$ cat src/rtl/fsm_lock_param_if.sv
// Button/status bundle of the parametrised combination lock.
// master drives buttons and observes status; slave is the lock itself.
interface fsm_lock_param_if #(
    parameter int NUM_BTN = 2
);
    logic [NUM_BTN-1:0] btn_in;
    logic               prog_in;
    logic               out;
    logic               lockout_out;
    logic [3:0]         fail_cnt_out;
    logic [6:0]         hex_display;

    modport master (
        output btn_in, prog_in,
        input  out, lockout_out, fail_cnt_out, hex_display
    );

    modport slave (
        input  btn_in, prog_in,
        output out, lockout_out, fail_cnt_out, hex_display
    );
endinterface

$ cat src/rtl/fsm_lock_param.sv
// Parametrised combination lock: N-button code entry, timed unlock, lockout after repeated failures.
// Define FSM_LOCK_PROG_EN to allow reprogramming the code from the OPEN state.
module fsm_lock_param #(
    parameter int NUM_BTN     = 2,
    parameter int CODE_LEN    = 4,
    parameter logic [CODE_LEN*((NUM_BTN > 1) ? $clog2(NUM_BTN) : 1)-1:0] CODE = 4'b0110,
    parameter int MAX_FAIL    = 3,
    parameter int UNLOCK_CYC  = 16,
    parameter int LOCKOUT_CYC = 32
) (
    input  logic            clk,
    input  logic            reset_in,
    fsm_lock_param_if.slave bus
);
    localparam int IDX_W   = (NUM_BTN > 1) ? $clog2(NUM_BTN) : 1;
    localparam int CODE_W  = CODE_LEN * IDX_W;
    localparam int TMR_MAX = (UNLOCK_CYC > LOCKOUT_CYC) ? UNLOCK_CYC : LOCKOUT_CYC;
    localparam int TMR_W   = (TMR_MAX > 1) ? $clog2(TMR_MAX) : 1;

    localparam logic [3:0]       LAST_DIG    = 4'(CODE_LEN - 1);
    localparam logic [3:0]       FAIL_LAST   = 4'(MAX_FAIL - 1);
    localparam logic [3:0]       FAIL_MAX    = 4'(MAX_FAIL);
    localparam logic [TMR_W-1:0] UNLOCK_LAST = TMR_W'(UNLOCK_CYC - 1);
    localparam logic [TMR_W-1:0] LOCK_LAST   = TMR_W'(LOCKOUT_CYC - 1);

    localparam logic [6:0] SEG_U = 7'b0111110;
    localparam logic [6:0] SEG_L = 7'b0111000;
    localparam logic [6:0] SEG_P = 7'b1110011;
    localparam logic [6:0] SEG_0 = 7'b0111111;

    typedef enum logic [1:0] {
        ST_ENTRY   = 2'd0,
        ST_OPEN    = 2'd1,
        ST_LOCKOUT = 2'd2
`ifdef FSM_LOCK_PROG_EN
        , ST_PROG  = 2'd3
`endif
    } state_t;

    state_t             state, nxt_state;
    logic [NUM_BTN-1:0] btn_q;
    logic [3:0]         dig_cnt, nxt_cnt;
    logic               mismatch, nxt_mis;
    logic [3:0]         fail_cnt, nxt_fail;
    logic [TMR_W-1:0]   timer, nxt_timer;
    logic [CODE_W-1:0]  code_reg;

    logic [NUM_BTN-1:0] rise;
    logic               press, multi, digit_bad;
    logic [IDX_W-1:0]   press_idx, cur_digit;

    // Edge detector runs in every state so a held button never re-fires after a state change.
    assign rise      = bus.btn_in & ~btn_q;
    assign press     = |rise;
    assign multi     = |(rise & (rise - NUM_BTN'(1)));
    assign cur_digit = code_reg[int'(dig_cnt)*IDX_W +: IDX_W];
    assign digit_bad = multi || (press_idx != cur_digit);

    always_comb begin
        press_idx = '0;
        for (int i = 0; i < NUM_BTN; i++) begin
            if (rise[i]) press_idx = IDX_W'(i);
        end
    end

`ifdef FSM_LOCK_PROG_EN
    logic [CODE_W-1:0] prog_buf, nxt_prog, nxt_code;
`else
    logic unused_prog;
    assign unused_prog = bus.prog_in;
    assign code_reg    = CODE;
`endif

    function automatic logic [6:0] seg_of(input state_t s, input logic [3:0] n);
        logic [6:0] seg;
        seg = 7'b0000000;
        case (s)
            ST_OPEN:    seg = SEG_U;
            ST_LOCKOUT: seg = SEG_L;
`ifdef FSM_LOCK_PROG_EN
            ST_PROG:    seg = SEG_P;
`endif
            default: begin
                case (n)
                    4'd0: seg = SEG_0;
                    4'd1: seg = 7'b0000110;
                    4'd2: seg = 7'b1011011;
                    4'd3: seg = 7'b1001111;
                    4'd4: seg = 7'b1100110;
                    4'd5: seg = 7'b1101101;
                    4'd6: seg = 7'b1111101;
                    4'd7: seg = 7'b0000111;
                    4'd8: seg = 7'b1111111;
                    4'd9: seg = 7'b1101111;
                    default: seg = 7'b0000000;
                endcase
            end
        endcase
        return seg;
    endfunction

    // NOTE: every signal written here gets a default first, so no path leaves it unassigned and no latch is inferred.
    always_comb begin
        nxt_state = state;
        nxt_cnt   = dig_cnt;
        nxt_mis   = mismatch;
        nxt_fail  = fail_cnt;
        nxt_timer = timer;
`ifdef FSM_LOCK_PROG_EN
        nxt_prog  = prog_buf;
        nxt_code  = code_reg;
`endif
        case (state)
            ST_ENTRY: begin
                if (press) begin
                    if (dig_cnt == LAST_DIG) begin
                        // Full code always consumed before judging, so timing never reveals the length.
                        nxt_cnt = 4'd0;
                        nxt_mis = 1'b0;
                        if (!(mismatch || digit_bad)) begin
                            nxt_state = ST_OPEN;
                            nxt_fail  = 4'd0;
                            nxt_timer = '0;
                        end else if (fail_cnt >= FAIL_LAST) begin
                            nxt_state = ST_LOCKOUT;
                            nxt_fail  = FAIL_MAX;
                            nxt_timer = '0;
                        end else begin
                            nxt_fail  = fail_cnt + 4'd1;
                        end
                    end else begin
                        nxt_cnt = dig_cnt + 4'd1;
                        nxt_mis = mismatch || digit_bad;
                    end
                end
            end
            ST_OPEN: begin
`ifdef FSM_LOCK_PROG_EN
                if (press && bus.prog_in) begin
                    nxt_state = ST_PROG;
                    nxt_cnt   = 4'd0;
                end else
`endif
                if (timer == UNLOCK_LAST) begin
                    nxt_state = ST_ENTRY;
                end else begin
                    nxt_timer = timer + TMR_W'(1);
                end
            end
            ST_LOCKOUT: begin
                if (timer == LOCK_LAST) begin
                    nxt_state = ST_ENTRY;
                    nxt_fail  = 4'd0;
                end else begin
                    nxt_timer = timer + TMR_W'(1);
                end
            end
`ifdef FSM_LOCK_PROG_EN
            ST_PROG: begin
                if (press && !multi) begin
                    nxt_prog[int'(dig_cnt)*IDX_W +: IDX_W] = press_idx;
                    if (dig_cnt == LAST_DIG) begin
                        // Whole new code lands in one edge; a partial code is never live.
                        nxt_code  = nxt_prog;
                        nxt_state = ST_ENTRY;
                        nxt_fail  = 4'd0;
                        nxt_cnt   = 4'd0;
                    end else begin
                        nxt_cnt = dig_cnt + 4'd1;
                    end
                end
            end
`endif
            default: nxt_state = ST_ENTRY;
        endcase
    end

    // NOTE: state is updated with non-blocking assignments so every flop samples pre-edge values.
    // Outputs are registered from the next-state values, giving no combinational path from btn_in.
    always_ff @(posedge clk) begin
        if (reset_in) begin
            state            <= ST_ENTRY;
            btn_q            <= '0;
            dig_cnt          <= 4'd0;
            mismatch         <= 1'b0;
            fail_cnt         <= 4'd0;
            timer            <= '0;
            bus.out          <= 1'b0;
            bus.lockout_out  <= 1'b0;
            bus.fail_cnt_out <= 4'd0;
            bus.hex_display  <= SEG_0;
        end else begin
            state            <= nxt_state;
            btn_q            <= bus.btn_in;
            dig_cnt          <= nxt_cnt;
            mismatch         <= nxt_mis;
            fail_cnt         <= nxt_fail;
            timer            <= nxt_timer;
            bus.out          <= (nxt_state == ST_OPEN);
            bus.lockout_out  <= (nxt_state == ST_LOCKOUT);
            bus.fail_cnt_out <= nxt_fail;
            bus.hex_display  <= seg_of(nxt_state, nxt_cnt);
        end
    end

`ifdef FSM_LOCK_PROG_EN
    // NOTE: the code register and entry buffer are reset, so reset always restores CODE and drops a partial entry.
    always_ff @(posedge clk) begin
        if (reset_in) begin
            code_reg <= CODE;
            prog_buf <= '0;
        end else begin
            code_reg <= nxt_code;
            prog_buf <= nxt_prog;
        end
    end
`endif

endmodule
$ cat src/flat_wrapper.sv
// flat-port wrapper written by rule: the top's interface ports become plain ports
module fsm_lock_param_flat 
#(
    parameter int NUM_BTN     = 2,
    parameter int CODE_LEN    = 4,
    parameter logic [CODE_LEN*((NUM_BTN > 1) ? $clog2(NUM_BTN) : 1)-1:0] CODE = 4'b0110,
    parameter int MAX_FAIL    = 3,
    parameter int UNLOCK_CYC  = 16,
    parameter int LOCKOUT_CYC = 32
)
  (clk, reset_in, bus_btn_in, bus_prog_in, bus_out, bus_lockout_out, bus_fail_cnt_out, bus_hex_display);
  fsm_lock_param_if #(.NUM_BTN(NUM_BTN)) bus_i ();
  input  logic clk;
  input  logic reset_in;
  input wire logic [$bits(bus_i.btn_in)-1:0] bus_btn_in;
  input wire logic [$bits(bus_i.prog_in)-1:0] bus_prog_in;
  output wire logic [$bits(bus_i.out)-1:0] bus_out;
  output wire logic [$bits(bus_i.lockout_out)-1:0] bus_lockout_out;
  output wire logic [$bits(bus_i.fail_cnt_out)-1:0] bus_fail_cnt_out;
  output wire logic [$bits(bus_i.hex_display)-1:0] bus_hex_display;
  assign bus_i.btn_in = bus_btn_in;
  assign bus_i.prog_in = bus_prog_in;
  assign bus_out = bus_i.out;
  assign bus_lockout_out = bus_i.lockout_out;
  assign bus_fail_cnt_out = bus_i.fail_cnt_out;
  assign bus_hex_display = bus_i.hex_display;
  fsm_lock_param #(.NUM_BTN(NUM_BTN), .CODE_LEN(CODE_LEN), .CODE(CODE), .MAX_FAIL(MAX_FAIL), .UNLOCK_CYC(UNLOCK_CYC), .LOCKOUT_CYC(LOCKOUT_CYC)) u_core (.clk(clk), .reset_in(reset_in), .bus(bus_i));
endmodule
$ cat config.mk
export PLATFORM = sky130hd
export DESIGN_NAME = fsm_lock_param_flat
export DESIGN_NICKNAME = d
export VERILOG_FILES = /design/src/rtl/fsm_lock_param_if.sv /design/src/rtl/fsm_lock_param.sv /design/src/flat_wrapper.sv
export SDC_FILE = /design/constraint.sdc
export NUM_CORES = 1
export LEC_CHECK = 0
export CAP_MARGIN = 20
export CORE_MARGIN = 3
export CORE_UTILIZATION = 50
export DETAILED_ROUTE_END_ITERATION = 8
export HOLD_SLACK_MARGIN = 0.12
export PLACE_DENSITY_LB_ADDON = 0.15
export SYNTH_ARGS = -nofsm -noshare
export SYNTH_HDL_FRONTEND = slang
export SYNTH_SLANG_ARGS = --single-unit
$ cat constraint.sdc
create_clock -name clk -period 2.6 [get_ports clk]
set_input_delay 0.52 -clock clk [delete_from_list [all_inputs] [get_ports clk]]
set_output_delay 0.52 -clock clk [all_outputs]
set_load 0.05 [all_outputs]
==> impl_metrics.py, run 1 <==
metrics = {
    "global_routing": {
        "antenna_found_initial": 0,
        "grt_pass1_vias": 1609,
        "grtUsageTotal_pct": 21.2,
        "grt_remaining_overflow": 0,
        "grt_pass1_wl_mm": 6.93,
        "grt_max_degree": 16,
    },
    "power": {
        "switchingPower_mw": 0.316,
        "cellPowerDensity_nw_per_um2": 421,
        "switching_share_pct": 33.3,
        "ir_worst_vdd_uv": 425,
        "leakage_nw": 0.958,
        "p_comb_share_pct": 33.1,
        "seqPwrFrac_pct": 47.4,
        "power_frac_clock_pct": 19.5,
        "p_int_mw": 0.634,
    },
    "route": {
        "routedWlPerCell_um": 14.4,
        "ant_nets": 0,
        "drc": 0,
        "drtIter0Drc": 26,
        "num_vias": 1574,
        "finalWirelength_mm": 4.02,
        "dr.pass1.iters": 4,
        "via_per_inst": 5.64,
    },
    "die": {
        "initial_core_util_pct": 53.7,
        "die_w_um": 63.7,
        "num_rows": 20,
        "core-area_sq_um": 3100,
        "die_h_um": 63.7,
        "dieArea_sq_um": 4060,
        "ios": 18,
    },
    "setup_path": {
        "critPathKind": "in2reg",
        "r2r-end": "u_core.bus.hex_display[0]$_SDFF_PP1_",
        "regToRegSetupSlack_ns": 0.08,
        "endpoint_kind": "register",
        "cp_max_fo": 5,
        "critPathArrivalTime_ns": 2.79,
        "critPathRequiredTime_ns": 2.86,
        "startpoint_type": "input port",
        "r2r_cells": 13,
        "timing.rr.start": "u_core.timer[1]$_SDFFE_PP0P_",
    },
    "clock_tree": {
        "h-tree-depth": 1,
        "clk_latency_ns": 0.34,
        "clockBufferDepth": 2,
        "cts.root.buffer_cell": "clkbuf_4",
        "cts_tree": "done",
        "clk_pin_slew_ns": 0.15,
        "cts-buffers-inserted": 3,
        "cts_hold_buf": 0,
        "cts.sinks": 27,
    },
    "run_status": {
        "outcome": "completed",
    },
    "sta": {
        "worstMarginPinSlew_ns": 0.501,
        "clock.fmax_mhz": 396,
        "finalSetupTns_ns": 0,
        "grt_setup_unrepaired": "true",
        "slew_viol_final": 0,
        "skew_ns": 0.0108,
        "finalCritPeriodShare_pct": 97.2,
        "hold_violations": 0,
        "min_period_ns": 2.53,
        "setup_violations": 0,
        "relSlewSlack_pct": 66.5,
    },
    "synth": {
        "syn_area_per_cell_sq_um": 9.05,
        "yosysUniqueCellTypes": 54,
        "synth_warnings": 0,
        "ys.flop_type": "dfxtp_1",
        "ys_seq_area_share_pct": 32.5,
        "synth_fp_nets": 207,
        "synth_top_area_cell": "dfxtp_1",
        "postSynthCellCount": 184,
        "synth_area_leaders": "dfxtp_1 (32%), ha_1 (14%), a21oi_1 (3.9%)",
        "yosys_register_bits": 27,
        "netlist_area_sq_um": 1670,
        "synthArstFlopShare_pct": 0,
        "synth_top_area_share_pct": 32.5,
        "synth_edf_count": 0,
    },
    "flow_run": {
        "max_cap_violations": 0,
    },
    "hold_path": {
        "min_from": "u_core.bus.fail_cnt_out[2]$_SDFFE_PP0P_",
        "whs_endpoint": "u_core.bus.fail_cnt_out[2]$_SDFFE_PP0P_",
        "whs_path_depth": 2,
        "hp-class": "reg2reg",
    },
    "placed_design": {
        "dp_hpwl_mm": 3.03,
        "io_buffers": 16,
        "place_congestion": 0.881,
    },
    "finish": {
        "final_core_util_pct": 72.7,
        "antenna_cells": 0,
        "drive_gt1_share_pct": 28.9,
        "layout_commonest_cell": "buf_4",
        "ff_latch_area_sq_um": 544,
        "final_cell_mix": "buf_4 (35), dfxtp_1 (24), clkdlybuf4s50_1 (16), ha_1 (14), inv_1 (12)",
        "fillers": 259,
        "nNetsFinal": 259,
        "multi_input_comb_area_sq_um": 1150,
        "synthToLayoutAreaGrowth_pct": 35.5,
    },
}
[repair_timing]
item	in CTS	in global routing
endpoints found under the setup margin	6	7
pin swaps	2	2
endpoints found under the hold margin	0	0
resized for setup	5	18
setup buffers	4	0
[cell families (layout without fill, tap and decap cells)]
family / Yosys count / in the layout / synth area share [%]
compound gates: 48 / 48 / 21.6
xor+xnor: 4 / 4 / 2.56
fa+ha+maj: 18 / 18 / 13.5
buf+inv: 18 / 69 / 4.21
flops: 27 / 27 / 32.5
mux: 5 / 5 / 3.31
simple gates: 64 / 64 / 22.3
[registers in the layout, summed over array words and instances (netlist names)]
signal / count
u_core.btn_q: 2
u_core.bus.fail_cnt_out: 4
u_core.bus.out: 1
u_core.bus.hex_display: 7
u_core.dig_cnt: 4
u_core.mismatch: 1
u_core.state: 2
u_core.bus.lockout_out: 1
u_core.timer: 5
[per-layer routing]
layer	routed length [um]	GRT usage (%)	vias up
met1	1790	24.9	761
met3	112	3.03	9
li1	-	-	771
met2	2040	38.6	33
met5	0	0	-
met4	80	7.82	0
[layout make-up]
class | instances | area share (%)
multi-input combinational | 139 | 51.1
sequential | 27 | 24.1
timing repair buffer | 51 | 18.7
tap | 44 | 2.44
inverter | 14 | 2.33
clock buffer | 3 | 0.998
clock inverter | 1 | 0.222
[power by group through the flow]
| stage | clock (mW) | sequential [mW] | combinational [mW] |
|---|---|---|---|
| 2_1_floorplan | 0 | 0.506 | 0.132 |
| 3_3_place_gp | 0 | 0.458 | 0.290 |
| 3_5_place_dp | 0 | 0.459 | 0.298 |
| 4_1_cts | 0.191 | 0.450 | 0.304 |
| 5_1_grt | 0.210 | 0.454 | 0.339 |
| 6_report | 0.185 | 0.450 | 0.314 |
[how the worst max path moves through the flow]
stage,slack (ns),to,depth (start not counted),start
after floorplan,0.05,u_core.bus.hex_display[3]$_SDFF_PP1_,9,u_core.bus.fail_cnt_out[0]$_SDFFE_PP0P_
after global placement,-0.36,u_core.bus.hex_display[6]$_SDFF_PP0_,11,bus_btn_in[1]
after detailed placement,-0.40,u_core.bus.hex_display[6]$_SDFF_PP0_,11,bus_btn_in[1]
after CTS,0.002,u_core.bus.hex_display[0]$_SDFF_PP1_,13,u_core.timer[1]$_SDFFE_PP0P_
after global routing,-0.04,u_core.bus.hex_display[0]$_SDFF_PP1_,10,bus_btn_in[0]
final,0.07,u_core.bus.hex_display[0]$_SDFF_PP1_,10,bus_btn_in[1]
[cell usage after synthesis, types with 4 or more instances]
| library cell | instances |
|---|---|
| o211ai_1 | 5 |
| nand2b_1 | 5 |
| ha_1 | 18 |
| a21oi_1 | 13 |
| nand3_1 | 9 |
| inv_1 | 13 |
| nor2b_1 | 7 |
| nand2_1 | 9 |
| o21ai_0 | 4 |
| dfxtp_1 | 27 |
| nor3_1 | 4 |
| nor2_1 | 11 |
[per-stage QoR]
stage          worst slack, ns  power, mW  std cells  area [sq um]  hold slack (ns)
3_3_place_gp            -0.360      0.748        271          2100            0.475
4_1_cts                0.00244      0.944        279          2170            0.514
6_report                0.0738      0.950        279          2260            0.514
2_1_floorplan           0.0524      0.638        184          1670            0.455
5_1_grt                -0.0412       1.00        279          2260            0.556
3_5_place_dp            -0.404      0.756        271          2100            0.482
[critical path, stage by stage]
cell             delay, ns
clkdlybuf4s50_1       0.49
and2b_1               0.23
and4_1                0.23
o211ai_1              0.16
a22o_1                0.30
and2_4                0.15
ha_4                  0.26
inv_2                 0.05
buf_4                 0.14
o311ai_4              0.26
No activity file was read; power rests on OpenSTA's default activity.
==> inputs of run 2 (changes only) <==
- CTS_BUF_LIST: unset -> sky130_fd_sc_hd__clkbuf_8
==> run 2 against run 1 <==
Non-clock buffer count grew 1. Highest routed layer unchanged. Critical endpoint unchanged. Clock power grew 30%. Worst hold slack lost 0.0060 ns. Largest cell class unchanged.
==> impl_metrics.py, run 2 (synthesis results as in run 1) <==
metrics = {
    "global_routing": {
        "grt_pass1_vias": 1581,
        "grtUsageTotal_pct": 21.1,
        "met3_usage_pct": 2.85,
        "grt_remaining_overflow": 0,
        "grt_pass1_wl_mm": 6.93,
        "met2_usage_pct": 38.9,
        "gr-usage-met1_pct": 25.4,
        "grt_max_degree": 16,
        "antenna_found_initial": 0,
        "grt_busiest_layer": "met2",
    },
    "die": {
        "die_h_um": 63.7,
        "die_w_um": 63.7,
        "ios": 18,
        "num_rows": 20,
        "dieArea_sq_um": 4060,
        "core-area_sq_um": 3100,
        "initial_core_util_pct": 53.7,
    },
    "setup_path": {
        "critPathMaxStageDelay_ns": 0.48,
        "startpoint_type": "input port",
        "cp_max_fo": 5,
        "critPathArrivalTime_ns": 2.72,
        "crit_top_cell": "buf_4",
        "path_cells": "clkdlybuf4s50_1 -> nor2b_1 -> buf_4 -> o21ai_2 -> nor2_1 -> mux2i_2 -> buf_4 -> ha_1 -> mux2_1 -> o311ai_4",
        "critPathKind": "in2reg",
        "crit_path_top_delay_cell": "clkdlybuf4s50_1",
        "critPathRequiredTime_ns": 2.79,
        "regToRegSetupSlack_ns": 0.13,
        "endpoint_kind": "register",
    },
    "clock_tree": {
        "cts-buffers-inserted": 3,
        "cts.root.buffer_cell": "clkbuf_8",
        "cts_hold_buf": 0,
        "clk_pin_slew_ns": 0.09,
        "clockBufferDepth": 2,
        "h-tree-depth": 1,
        "cts_tree": "done",
        "cts.sinks": 27,
        "clk_latency_ns": 0.28,
    },
    "finish": {
        "drive_gt1_share_pct": 32.2,
        "fillers": 234,
        "multi_input_comb_area_sq_um": 1210,
        "synthToLayoutAreaGrowth_pct": 40.5,
        "final_cell_mix": "buf_4 (36), dfxtp_1 (23), clkdlybuf4s50_1 (15), ha_1 (14), inv_1 (12)",
        "top_regs": "u_core.bus.hex_display (7), u_core.timer (5)",
        "nNetsFinal": 260,
        "ff_latch_area_sq_um": 546,
        "layout_commonest_cell": "buf_4",
        "antenna_cells": 0,
        "regMostFlops": "u_core.bus.hex_display",
        "fin_cells": 280,
        "largest_register_ff_count": 7,
    },
    "route": {
        "routedWlPerCell_um": 14.3,
        "via_per_inst": 5.58,
        "dr.pass1.iters": 4,
        "drtIter0Drc": 83,
        "ant_nets": 0,
        "finalWirelength_mm": 4.00,
        "num_vias": 1561,
        "drc": 0,
    },
    "placed_design": {
        "io_buffers": 16,
        "place_congestion": 0.881,
        "placed_cells": 271,
        "dp_hpwl_mm": 3.03,
    },
    "sta": {
        "min_period_ns": 2.53,
        "setup_violations": 0,
        "hold_violations": 0,
        "skew_ns": 0.00536,
        "worstMarginPinSlew_ns": 0.501,
        "relSlewSlack_pct": 66.5,
        "clock.fmax_mhz": 396,
        "slew_viol_final": 0,
        "finalCritPeriodShare_pct": 97.2,
    },
    "power": {
        "cellPowerDensity_nw_per_um2": 436,
        "power.total_mw": 1.02,
        "leakage_nw": 0.986,
        "ir_worst_vdd_uv": 340,
    },
    "run_status": {
        "outcome": "completed",
    },
    "hold_path": {
        "hp-class": "reg2reg",
    },
    "flow_run": {
        "max_cap_violations": 0,
    },
}
[run 2: per-layer routing]
layer / part of all wire (%) / routed length [um]
met5: 0 / 0
met4: 1.2 / 49
met3: 2.3 / 93
met2: 52 / 2070
met1: 45 / 1790
[run 2: timing repair]
item                       in CTS  in global routing
pin swaps                       4                  5
setup endpoints to repair       6                  7
resized for setup               9                 25
buffers inserted                3                  2
[run 2: path summary, 6_finish.rpt]
check                                                             start                                 endpoint  cells after the start
worst max-delay path                                      bus_btn_in[0]     u_core.bus.hex_display[0]$_SDFF_PP1_                     10
worst min-delay path            u_core.bus.fail_cnt_out[2]$_SDFFE_PP0P_  u_core.bus.fail_cnt_out[2]$_SDFFE_PP0P_                      2
worst max register to register             u_core.timer[1]$_SDFFE_PP0P_     u_core.bus.hex_display[0]$_SDFF_PP1_                     12
worst min register to register  u_core.bus.fail_cnt_out[2]$_SDFFE_PP0P_  u_core.bus.fail_cnt_out[2]$_SDFFE_PP0P_                      2
[run 2: power by group]
| group | internal, mW | leakage [nW] | switching, mW |
|---|---|---|---|
| clock | 0.108 | 0.0255 | 0.132 |
| sequential | 0.436 | 0.222 | 0.0170 |
| combinational | 0.149 | 0.738 | 0.178 |
| total | 0.693 | 0.986 | 0.327 |
[run 2: metrics by stage]
stage / util (%) / area, sq um / setup TNS, ns / hold WS, ns / setup slack (ns)
after global routing: 75.4 / 2340 / -0.0554 / 0.545 / -0.0455
after floorplan: - / 1670 / 0 / 0.455 / 0.0524
after CTS: 70.5 / 2190 / 0 / 0.508 / 0.0000238
final: 75.4 / 2340 / 0 / 0.508 / 0.0735
after detailed placement: 67.5 / 2100 / -2.40 / 0.482 / -0.404
after global placement: 67.5 / 2100 / -2.20 / 0.475 / -0.360
[run 2: area by class of cell]
cell class | count | share of cell area [%]
Clock inverter | 1 | 0.214
Tap cell | 44 | 2.35
Multi-Input combinational cell | 139 | 51.6
Sequential cell | 27 | 23.3
Clock buffer | 3 | 1.76
Inverter | 14 | 2.25
Timing Repair Buffer | 52 | 18.5
[run 2: critical path, delay by kind of cell]
family / cells / cell delay, ns
AOI/OAI and AO/OA: 2 / 0.30
buffers and inverters: 3 / 0.83
adders and majority gates: 1 / 0.19
muxes: 2 / 0.47
and+or+nand+nor: 2 / 0.41
==> inputs of run 3 (changes only) <==
- ABC_CLOCK_PERIOD_IN_PS: unset -> 2600
- CTS_CLUSTER_SIZE: unset -> 30
==> results of run 3 <==
Same layout as run 2: the final DEF is identical, and so are final timing and power.
